[config.mk]
export PLATFORM = sky130hd
export DESIGN_NAME = demod_integrator
export DESIGN_NICKNAME = d
export VERILOG_FILES = /design/src/rtl/demod_integrator.sv
export SDC_FILE = /design/constraint.sdc
export NUM_CORES = 1
export LEC_CHECK = 0
export BUFFER_PORTS_ARGS = -buffer_cell sky130_fd_sc_hd__buf_2
export CORE_MARGIN = 2
export CORE_UTILIZATION = 45
export CTS_CLUSTER_DIAMETER = 80
export CTS_CLUSTER_SIZE = 16
export DETAILED_ROUTE_END_ITERATION = 8
export HOLD_SLACK_MARGIN = 0.12
export PLACE_DENSITY = 0.64
export REMOVE_ABC_BUFFERS = 1
export SLEW_MARGIN = 10
export SYNTH_ARGS = -nofsm -noshare
export SYNTH_HDL_FRONTEND = slang
export SYNTH_SLANG_ARGS = --single-unit
[constraint.sdc]
create_clock -name clk -period 18.6 [get_ports clk]
set_clock_uncertainty 0.05 [all_clocks]
set_input_delay 2.79 -clock clk [delete_from_list [all_inputs] [get_ports clk]]
set_output_delay 2.79 -clock clk [all_outputs]
set_load 0.005 [all_outputs]
[src/rtl/demod_integrator.sv]
// Synchronous-detection integrator: splits ADC samples by switch phase, blanks post-edge
// settling samples, and presents per-window sums/counts/difference on a valid/ready port.
module demod_integrator #(
  parameter int DATA_W    = 12,
  parameter int ACC_W     = 32,
  parameter int CNT_W     = 16,
  parameter int N_PERIODS = 64,
  parameter int BLANK     = 2
) (
  input  logic              clk,
  input  logic              clr,
  input  logic              enable,
  input  logic              switch_phase,
  input  logic              sample_valid,
  input  logic [DATA_W-1:0] sample_data,
  output logic              result_valid,
  input  logic              result_ready,
  output logic [ACC_W-1:0]  result_sig,
  output logic [ACC_W-1:0]  result_gnd,
  output logic [ACC_W:0]    result_diff,
  output logic [CNT_W-1:0]  result_n_sig,
  output logic [CNT_W-1:0]  result_n_gnd,
  output logic              result_sat,
  output logic              overflow,
  output logic              busy
);

  localparam int PW = (N_PERIODS > 1) ? $clog2(N_PERIODS) : 1;
  localparam int BW = (BLANK > 0) ? $clog2(BLANK + 1) : 1;
  localparam logic [PW-1:0] LAST_PERIOD = PW'(N_PERIODS - 1);
  localparam logic [BW-1:0] BLANK_LD    = BW'(BLANK);

  typedef enum logic [1:0] {S_IDLE = 2'd0, S_ARM = 2'd1, S_INTEGRATE = 2'd2} state_t;

  state_t state_q, state_d;
  logic   busy_q, busy_d;

  logic sync1_q, sp_s_q, sp_d_q;
  logic rise, sw_edge;

  logic          win_start, integrating, active, closing, take, fin_sat, load;
  logic [BW-1:0] blank_q, blank_d, eff_blank;
  logic [PW-1:0] period_q, period_d;
  logic          sat_q, sat_d;

  // Per-phase final values for this cycle, index 1 = signal, 0 = ground
  logic [ACC_W-1:0] acc_fin [2];
  logic [CNT_W-1:0] cnt_fin [2];
  logic [1:0]       sat_ph;

  logic             res_valid_q, res_valid_d;
  logic [ACC_W-1:0] res_sig_q, res_sig_d, res_gnd_q, res_gnd_d;
  logic [ACC_W:0]   res_diff_q, res_diff_d;
  logic [CNT_W-1:0] res_nsig_q, res_nsig_d, res_ngnd_q, res_ngnd_d;
  logic             res_sat_q, res_sat_d;
  logic             ovf_q, ovf_d;

  assign rise    = sp_s_q & ~sp_d_q;
  assign sw_edge = sp_s_q ^ sp_d_q;

  // FSM: state register
  always_ff @(posedge clk) begin
    if (!clr) begin
      state_q <= S_IDLE;
      busy_q  <= 1'b0;
      sync1_q <= 1'b0;
      sp_s_q  <= 1'b0;
      sp_d_q  <= 1'b0;
    end else begin
      state_q <= state_d;
      busy_q  <= busy_d;
      sync1_q <= switch_phase;
      sp_s_q  <= sync1_q;
      sp_d_q  <= sp_s_q;
    end
  end

  // FSM: next state
  always_comb begin
    state_d = state_q;
    case (state_q)
      S_IDLE:      if (enable) state_d = S_ARM;
      S_ARM:       if (!enable) state_d = S_IDLE;
                   else if (rise) state_d = S_INTEGRATE;
      S_INTEGRATE: if (!enable) state_d = S_IDLE;
      default:     state_d = S_IDLE;
    endcase
  end

  // FSM: outputs
  always_comb begin
    win_start   = (state_q == S_ARM) && enable && rise;
    integrating = (state_q == S_INTEGRATE) && enable;
    busy_d      = (state_d != S_IDLE);
  end

  assign active  = win_start || integrating;
  assign closing = integrating && rise && (period_q == LAST_PERIOD);

  // A sample on an edge cycle sees the freshly reloaded blanking count
  assign eff_blank = sw_edge ? BLANK_LD : blank_q;
  assign take      = sample_valid && (eff_blank == '0);

  generate
    for (genvar gi = 0; gi < 2; gi++) begin : g_phase
      logic [ACC_W-1:0] acc_q, acc_d, base_acc, fin_acc;
      logic [CNT_W-1:0] cnt_q, cnt_d, base_cnt, fin_cnt;
      logic [ACC_W:0]   sum;
      logic             add, sat_acc, sat_cnt;

      always_comb begin
        base_acc = win_start ? '0 : acc_q;
        base_cnt = win_start ? '0 : cnt_q;
        add      = take && (sp_s_q == 1'(gi));
        sum      = {1'b0, base_acc} + (ACC_W+1)'(sample_data);
        sat_acc  = add && sum[ACC_W];
        sat_cnt  = add && (&base_cnt);
        fin_acc  = !add ? base_acc : (sum[ACC_W] ? '1 : sum[ACC_W-1:0]);
        fin_cnt  = (!add || sat_cnt) ? base_cnt : base_cnt + CNT_W'(1);
        acc_d    = acc_q;
        cnt_d    = cnt_q;
        if (closing) begin
          acc_d = '0;
          cnt_d = '0;
        end else if (active) begin
          acc_d = fin_acc;
          cnt_d = fin_cnt;
        end
      end

      always_ff @(posedge clk) begin
        if (!clr) begin
          acc_q <= '0;
          cnt_q <= '0;
        end else begin
          acc_q <= acc_d;
          cnt_q <= cnt_d;
        end
      end

      assign acc_fin[gi] = fin_acc;
      assign cnt_fin[gi] = fin_cnt;
      assign sat_ph[gi]  = sat_acc | sat_cnt;
    end
  endgenerate

  always_comb begin
    fin_sat  = (win_start ? 1'b0 : sat_q) | (|sat_ph);
    blank_d  = blank_q;
    period_d = period_q;
    sat_d    = sat_q;
    if (active) begin
      blank_d = (sample_valid && (eff_blank != '0)) ? eff_blank - BW'(1) : eff_blank;
      if (closing) begin
        period_d = '0;
        sat_d    = 1'b0;
      end else begin
        sat_d    = fin_sat;
        period_d = win_start ? '0 : (rise ? period_q + PW'(1) : period_q);
      end
    end
  end

  // Result slot: a close loads only if the slot is empty or being drained this cycle
  assign load = closing && (!res_valid_q || result_ready);

  always_comb begin
    res_valid_d = res_valid_q;
    res_sig_d   = res_sig_q;
    res_gnd_d   = res_gnd_q;
    res_diff_d  = res_diff_q;
    res_nsig_d  = res_nsig_q;
    res_ngnd_d  = res_ngnd_q;
    res_sat_d   = res_sat_q;
    ovf_d       = ovf_q | (closing && !load);
    if (load) begin
      res_valid_d = 1'b1;
      res_sig_d   = acc_fin[1];
      res_gnd_d   = acc_fin[0];
      res_diff_d  = {1'b0, acc_fin[1]} - {1'b0, acc_fin[0]};
      res_nsig_d  = cnt_fin[1];
      res_ngnd_d  = cnt_fin[0];
      res_sat_d   = fin_sat;
    end else if (res_valid_q && result_ready) begin
      res_valid_d = 1'b0;
    end
  end

  always_ff @(posedge clk) begin
    if (!clr) begin
      blank_q     <= '0;
      period_q    <= '0;
      sat_q       <= 1'b0;
      res_valid_q <= 1'b0;
      res_sig_q   <= '0;
      res_gnd_q   <= '0;
      res_diff_q  <= '0;
      res_nsig_q  <= '0;
      res_ngnd_q  <= '0;
      res_sat_q   <= 1'b0;
      ovf_q       <= 1'b0;
    end else begin
      blank_q     <= blank_d;
      period_q    <= period_d;
      sat_q       <= sat_d;
      res_valid_q <= res_valid_d;
      res_sig_q   <= res_sig_d;
      res_gnd_q   <= res_gnd_d;
      res_diff_q  <= res_diff_d;
      res_nsig_q  <= res_nsig_d;
      res_ngnd_q  <= res_ngnd_d;
      res_sat_q   <= res_sat_d;
      ovf_q       <= ovf_d;
    end
  end

  assign result_valid = res_valid_q;
  assign result_sig   = res_sig_q;
  assign result_gnd   = res_gnd_q;
  assign result_diff  = res_diff_q;
  assign result_n_sig = res_nsig_q;
  assign result_n_gnd = res_ngnd_q;
  assign result_sat   = res_sat_q;
  assign overflow     = ovf_q;
  assign busy         = busy_q;

endmodule

; ---- Word level (Yosys, flattened, before mapping)
; Cells that the tools add are included.
; W data, S select, Z words.
[totals]
reg_bits = 243
elab_cells = 98
[op_classes]
addsub = 7
eq_ne = 3
mux = 24
bitwise_logic = 9
reduce_logical = 35
[op_table]
columns = cell, count
row1 = $mux W32, 6
row2 = $add A32 B12 Y33, 2
row3 = $mux W16, 4
row4 = $sub A32 B32 Y33, 1
row5 = $add A16 B1 Y16 const B, 2
row6 = $reduce_and A16 Y1, 2
row7 = $mux W6, 3
row8 = $logic_and A1 B1 Y1, 16
row9 = $mux W2, 6
row10 = $add A6 B1 Y6 const B, 1
row11 = $eq A6 B6 Y1 const B, 1
row12 = $pmux W2 S3, 1
row13 = $reduce_bool A2 Y1, 3
row14 = $logic_not A1 Y1, 4
row15 = $logic_not A2 Y1, 2
row16 = $logic_or A1 B1 Y1, 4
row17 = $mux W1, 4
row18 = $or A1 B1 Y1, 4
row19 = $reduce_or A2 Y1, 2
row20 = $not A1 Y1, 3
row21 = $reduce_bool A3 Y1, 1
row22 = $eq A2 B1 Y1 const B, 1
row23 = $eq A2 B2 Y1 const B, 1
row24 = $reduce_and A2 Y1, 1
row25 = other kinds (3), 3

; ---- Longest topological paths before layout
[logic_depth]
word_depth = 10
ltp_mapped = 31

; ---- Worst setup path after synthesis
; No wires, ideal clock.
[synth_timing]
path_type = in2reg
from = in enable
to = reg res_diff_q[18], in the netlist result_diff[18]
arrival_time_ns = 8.013
slack_ns = 10.463
cell_stages = 28
n_path_buf = 4
path_cell_list = nand4b_1 -> buf_2 -> clkbuf_1 -> clkbuf_1 -> nand2_1 -> inv_1 -> ha_1 -> fa_1 -> a21o_1 -> a21oi_1 -> o21ai_0 -> a31o_2 -> clkbuf_1 -> a31oi_1 -> nor2_2 -> o31ai_1 -> inv_1 -> ha_1 -> inv_1 -> fa_1 -> a211oi_1 -> o211ai_1 -> a211oi_1 -> o311a_1 -> o21bai_1 -> a21oi_1 -> or3_1 -> a31oi_1
[synth_via]
elab_chain_cells = 7
word_cells_on_any_way = 15
cone_classes = 3 x add/sub / 6 x mux / 6 x reduce/logical
[synth_lines]
columns = element, line
row1 = from (decl), 12  ; input logic enable,
row2 = $logic_and A1 B1 Y1 (*) (2 in a row), 92  ; win_start = (state_q == S_ARM) && enable && rise;
row3 = $mux W32 (*), 112  ; base_acc = win_start ? '0 : acc_q;
row4 = $add A32 B12 Y33, 115  ; sum = {1'b0, base_acc} + (ACC_W+1)'(sample_data);
row5 = $mux W32, 118  ; fin_acc = !add ? base_acc : (sum[ACC_W] ? '1 : sum[ACC_W-1:0]);
row6 = $mux W32 (*), 118
row7 = via g_phase[0].fin_acc[0], 106  ; logic [ACC_W-1:0] acc_q, acc_d, base_acc, fin_acc;
row8 = $sub A32 B32 Y33 (*), 180  ; res_diff_d = {1'b0, acc_fin[1]} - {1'b0, acc_fin[0]};
row9 = to (signal assigned), 209  ; res_diff_q <= res_diff_d;
row10 = to (decl), 53  ; logic [ACC_W:0] res_diff_q, res_diff_d;
; The timed path passes the listed nets; every way through them passes the cells marked *.
; A chain may end at the register's enable or synchronous reset.

; ---- Final worst setup path
[layout_timing]
from = in enable
to = reg res_diff_q[32], in the netlist result_diff[32]
[layout_via]
elab_chain_cells = 7
word_cells_on_any_way = 15
cone_classes = 3 x add/sub / 6 x mux / 6 x reduce/logical
[layout_lines]
columns = element, line
row1 = $logic_and A1 B1 Y1 (2 in a row), 92
row2 = $mux W32, 112
row3 = $add A32 B12 Y33, 115
row4 = $mux W32 (2 in a row), 118
row5 = $sub A32 B32 Y33, 180
; Several ways; a longest one is shown, not always the timed one.

==> run summary <==
Aggregate global routing overflow: 0. Setup repair after global routing left no endpoint under its margin. The height of the chip is 181 µm, and the number of flops mapped to enable cells by yosys is 0.

Measured in cells, the most critical reg-to-reg path has a length of 23. For this run, asynchronously set or reset flops after synthesis account for 0%. The area of the die is 32800 µm², and the area of the mapped netlist is 14100 µm². The row count is 64, and the width of the die is 181 µm. For the worst-skew pair, the clock arrives at the later sink with an insertion delay of 520 ps. Data on the critical path is required at its endpoint by 18990 ps. Counting stages on the worst path, the most repeated cell is sky130_fd_sc_hd__o21ai_0. In this run the post-CTS setup repair buffer count came out at 0. The tools report the type of element capturing the critical path as a register. For the hold buffer count at CTS, the log shows 0. Global routing consumed, over all layers together, 24.8% of the routing resources.

The via count is 13727, and the via density per instance is 5.96. The reg2reg setup slack was 11170 ps; the net total in the final layout was 1984. The count of unresolved DRC violations after routing is 0. The logs give 0 for the final number of hold-violating endpoints and 30700 µm² for the area of the core. The critical-path maximum fanout was 76; the post-placement cell count was 2276. The signal on the critical path passes through buf_2 -> nand4b_1 -> buf_4 -> and2_1 -> ha_1 -> a2111oi_0 -> o21ai_0 -> a31o_2 -> a31o_2 -> and2_1 -> o21ai_0 -> a21boi_0 -> ha_1 -> inv_1 -> fa_1 -> a211oi_1 -> o211ai_1 -> a211oi_1 -> o311a_1 -> a21oi_1 -> a31oi_1 -> o21ai_0 -> a21oi_1. The clock-pin slew on the worst setup and hold paths came out at 70 ps.

The iteration count of the initial detailed-routing pass came out at 5. The cell chosen for the clock root was sky130_fd_sc_hd__clkbuf_16. The global routing stage identified its most utilized layer as met2. TritonCTS built the clock tree.

Global routing usage on met3: 3.02%. The first global-routing pass estimated 66900 µm of wire. Aggregate routed wire length: 42200 µm. The via count of the first global-routing pass is 12593.

The start point of the worst hold path was sync1_q. Dividing the synthesized area by the synthesized cell count gives 7.75 µm². The analysis attributes to cell leakage a power of 6.37 nW. The most used flip-flop cell after synthesis is sky130_fd_sc_hd__dfxtp_1. The HPWL after detailed placement is 29100 µm. The netlist uses 71 different library cells.

Final hold analysis gives a worst-case slack of 395 ps. Of the cells placed in the final design, the portion with a size suffix greater than 1 is 13.0%. The global-route track usage on met1 was 34.3%; the average wire per standard cell was 18.3 µm. Start-to-end type of the worst setup path: input pin to register. The worst stage delay on the critical path is 680 ps, and the instance count on the critical path is 23. The cell count of the worst hold path is 1.

The total of flip-flops plus latches after synthesis is 243. For the met2 usage in global routing, the log shows 40.0%. STA puts the critical path data arrival time at 9520 ps.

The run gives 0 as the yosys synthesis warning count. The run finished with clean final reports. The count of pins over their slew limit is 0, and the sequential cell area fraction in the yosys report is 34.5%. In this run the tool buffered the top-level ports with 150 buffer cells.

At the end of the flow the core is filled with cells to 51.0%. The run gives 0 as the number of antenna violations at the first check in global routing. For this design the ratio of total power to cell area is 65.9 nW/µm². Together, buffers and inverters on the worst path number 3. The tree built by TritonCTS fans out to 243 sinks. At the end of routability-driven placement, the weighted congestion stood at 0.951. For this configuration, the core starts out at a cell density of 45.9%. The path with the worst hold slack has its endpoint at sp_s_q. Achievable clock frequency: 110 MHz. Cell at the slowest stage of the critical path: sky130_fd_sc_hd__a211oi_1.

The period utilization is 49.1%. The startpoint identified for the worst register-to-register timing path is sp_s_q. The logs give 151 for the boundary pin count and 0 ps for the setup total negative slack. For the number of nets still failing antenna checks after routing, the log shows 0. The commonest non-fill, non-tap cell in the layout was sky130_fd_sc_hd__dfxtp_1.

For the number of standard cells in the layout, taps in and fillers out, the log shows 2302. The signed area change from the synthesized netlist to the final layout is 11.3%. The number of gates resized after CTS was 0. The largest net degree at the start of global routing is 77. Measured against its own limit, the worst slew margin works out to 31.0%. The final count of negative-setup-slack endpoints came out at 0.

VDD sags by at most 0.0550 mV. For the number of cells produced by synthesis, the log shows 1820. In the layout the commonest cells are sky130_fd_sc_hd__dfxtp_1 (243), sky130_fd_sc_hd__nand2_1 (231), sky130_fd_sc_hd__nor2_1 (164). The number of clock buffers inserted by TritonCTS is 20, and the worst-margin pin slew is 1030 ps. The repair_antennas step left the layout with diodes totalling 0. The worst setup path is launched from an input pin. The number of DRC markers in iteration 0 was 1065.

The class of the tightest hold or removal check is register to register. The worst reg2reg path endpoint is result_diff[32]. The smallest clock period supported by the final layout is computed as 9130 ps. The max-capacitance violation count is 0.

The run gives 1 as the number of H-tree levels. The clock tree buffer depth was 3. Among cell families on the critical path, the largest total delay comes from compound AO/OA/AOI/OAI gates.
## where the power goes
part | internal [mW] | switching (mW) | total (mW)
combinational | 0.0304 | 0.0567 | 0.0871
clock | 0.222 | 0.204 | 0.426
sequential | 0.521 | 0.000963 | 0.522
## flip-flops by register name (all words and copies together) (netlist names), 2 cells and up
| signal | flops |
|---|---|
| result_sig | 32 |
| blank_q | 2 |
| g_phase.acc_q | 64 |
| result_gnd | 32 |
| period_q | 6 |
| result_n_gnd | 16 |
| result_n_sig | 16 |
| state_q | 2 |
| result_diff | 33 |
| g_phase.cnt_q | 32 |
## worst max path at each step
stage / from / end / slack [ps]
3_3_place_gp: enable / result_diff[32] / 9360
5_1_grt: enable / result_diff[32] / 9040
4_1_cts: enable / result_diff[32] / 9660
2_1_floorplan: enable / result_gnd[0] / 7960
3_5_place_dp: enable / result_diff[32] / 9160
6_report: enable / result_diff[32] / 9470
## Yosys cell counts, types with 14 or more instances
cell type	count	area share [%]
sky130_fd_sc_hd__ha_1	61	5.4
sky130_fd_sc_hd__a311oi_1	14	0.87
sky130_fd_sc_hd__a21o_1	26	1.4
sky130_fd_sc_hd__o21a_1	16	0.85
sky130_fd_sc_hd__nand4_1	29	1.3
sky130_fd_sc_hd__a21oi_1	158	5.6
sky130_fd_sc_hd__xnor2_1	56	3.5
sky130_fd_sc_hd__and3_1	30	1.3
sky130_fd_sc_hd__and2_1	42	1.9
sky130_fd_sc_hd__nand3_1	91	3.2
sky130_fd_sc_hd__clkbuf_1	102	2.7
sky130_fd_sc_hd__a211oi_1	44	2.3
sky130_fd_sc_hd__nor2_1	165	4.4
sky130_fd_sc_hd__inv_1	30	0.80
sky130_fd_sc_hd__o21ai_0	113	4.0
sky130_fd_sc_hd__dfxtp_1	243	34
sky130_fd_sc_hd__a31oi_1	35	1.6
sky130_fd_sc_hd__nand2_1	232	6.2
sky130_fd_sc_hd__xor2_1	48	3.0
sky130_fd_sc_hd__or3_1	16	0.71
sky130_fd_sc_hd__mux2i_1	16	1.1
sky130_fd_sc_hd__nor3_1	52	1.8
## logic make-up (layout without fill, tap and decap cells)
kind of cell	after synthesis	in the layout	share of synthesized area, %
fa+ha+maj	64	64	5.84
compound gates	511	511	23.0
buf+inv	145	231	4.00
mux	16	16	1.14
xor+xnor	104	104	6.46
simple gates	737	737	25.0
flops	243	243	34.5
## cell type report
class,count,area [µm²]
Clock buffer,22,539
Clock inverter,4,57.6
Fill cell,3092,15100
Inverter,31,116
Multi-Input combinational cell,1432,8690
Sequential cell,243,4860
Tap cell,396,495
Timing Repair Buffer,174,931
## routing by layer
layer,wire [µm],vias up
met5,0,-
met1,19400,6463
met4,1500,0
met2,18800,465
met3,2490,87
li1,-,6712
## metrics by stage
stage	power (mW)	area, µm²	setup slack, ps
5_1_grt	1.07	15700	9040
3_3_place_gp	0.619	15100	9360
4_1_cts	1.04	15700	9660
6_report	1.03	15700	9470
3_5_place_dp	0.619	15100	9160
2_1_floorplan	0.592	13700	7960
Power figures use the tool's default switching activity.
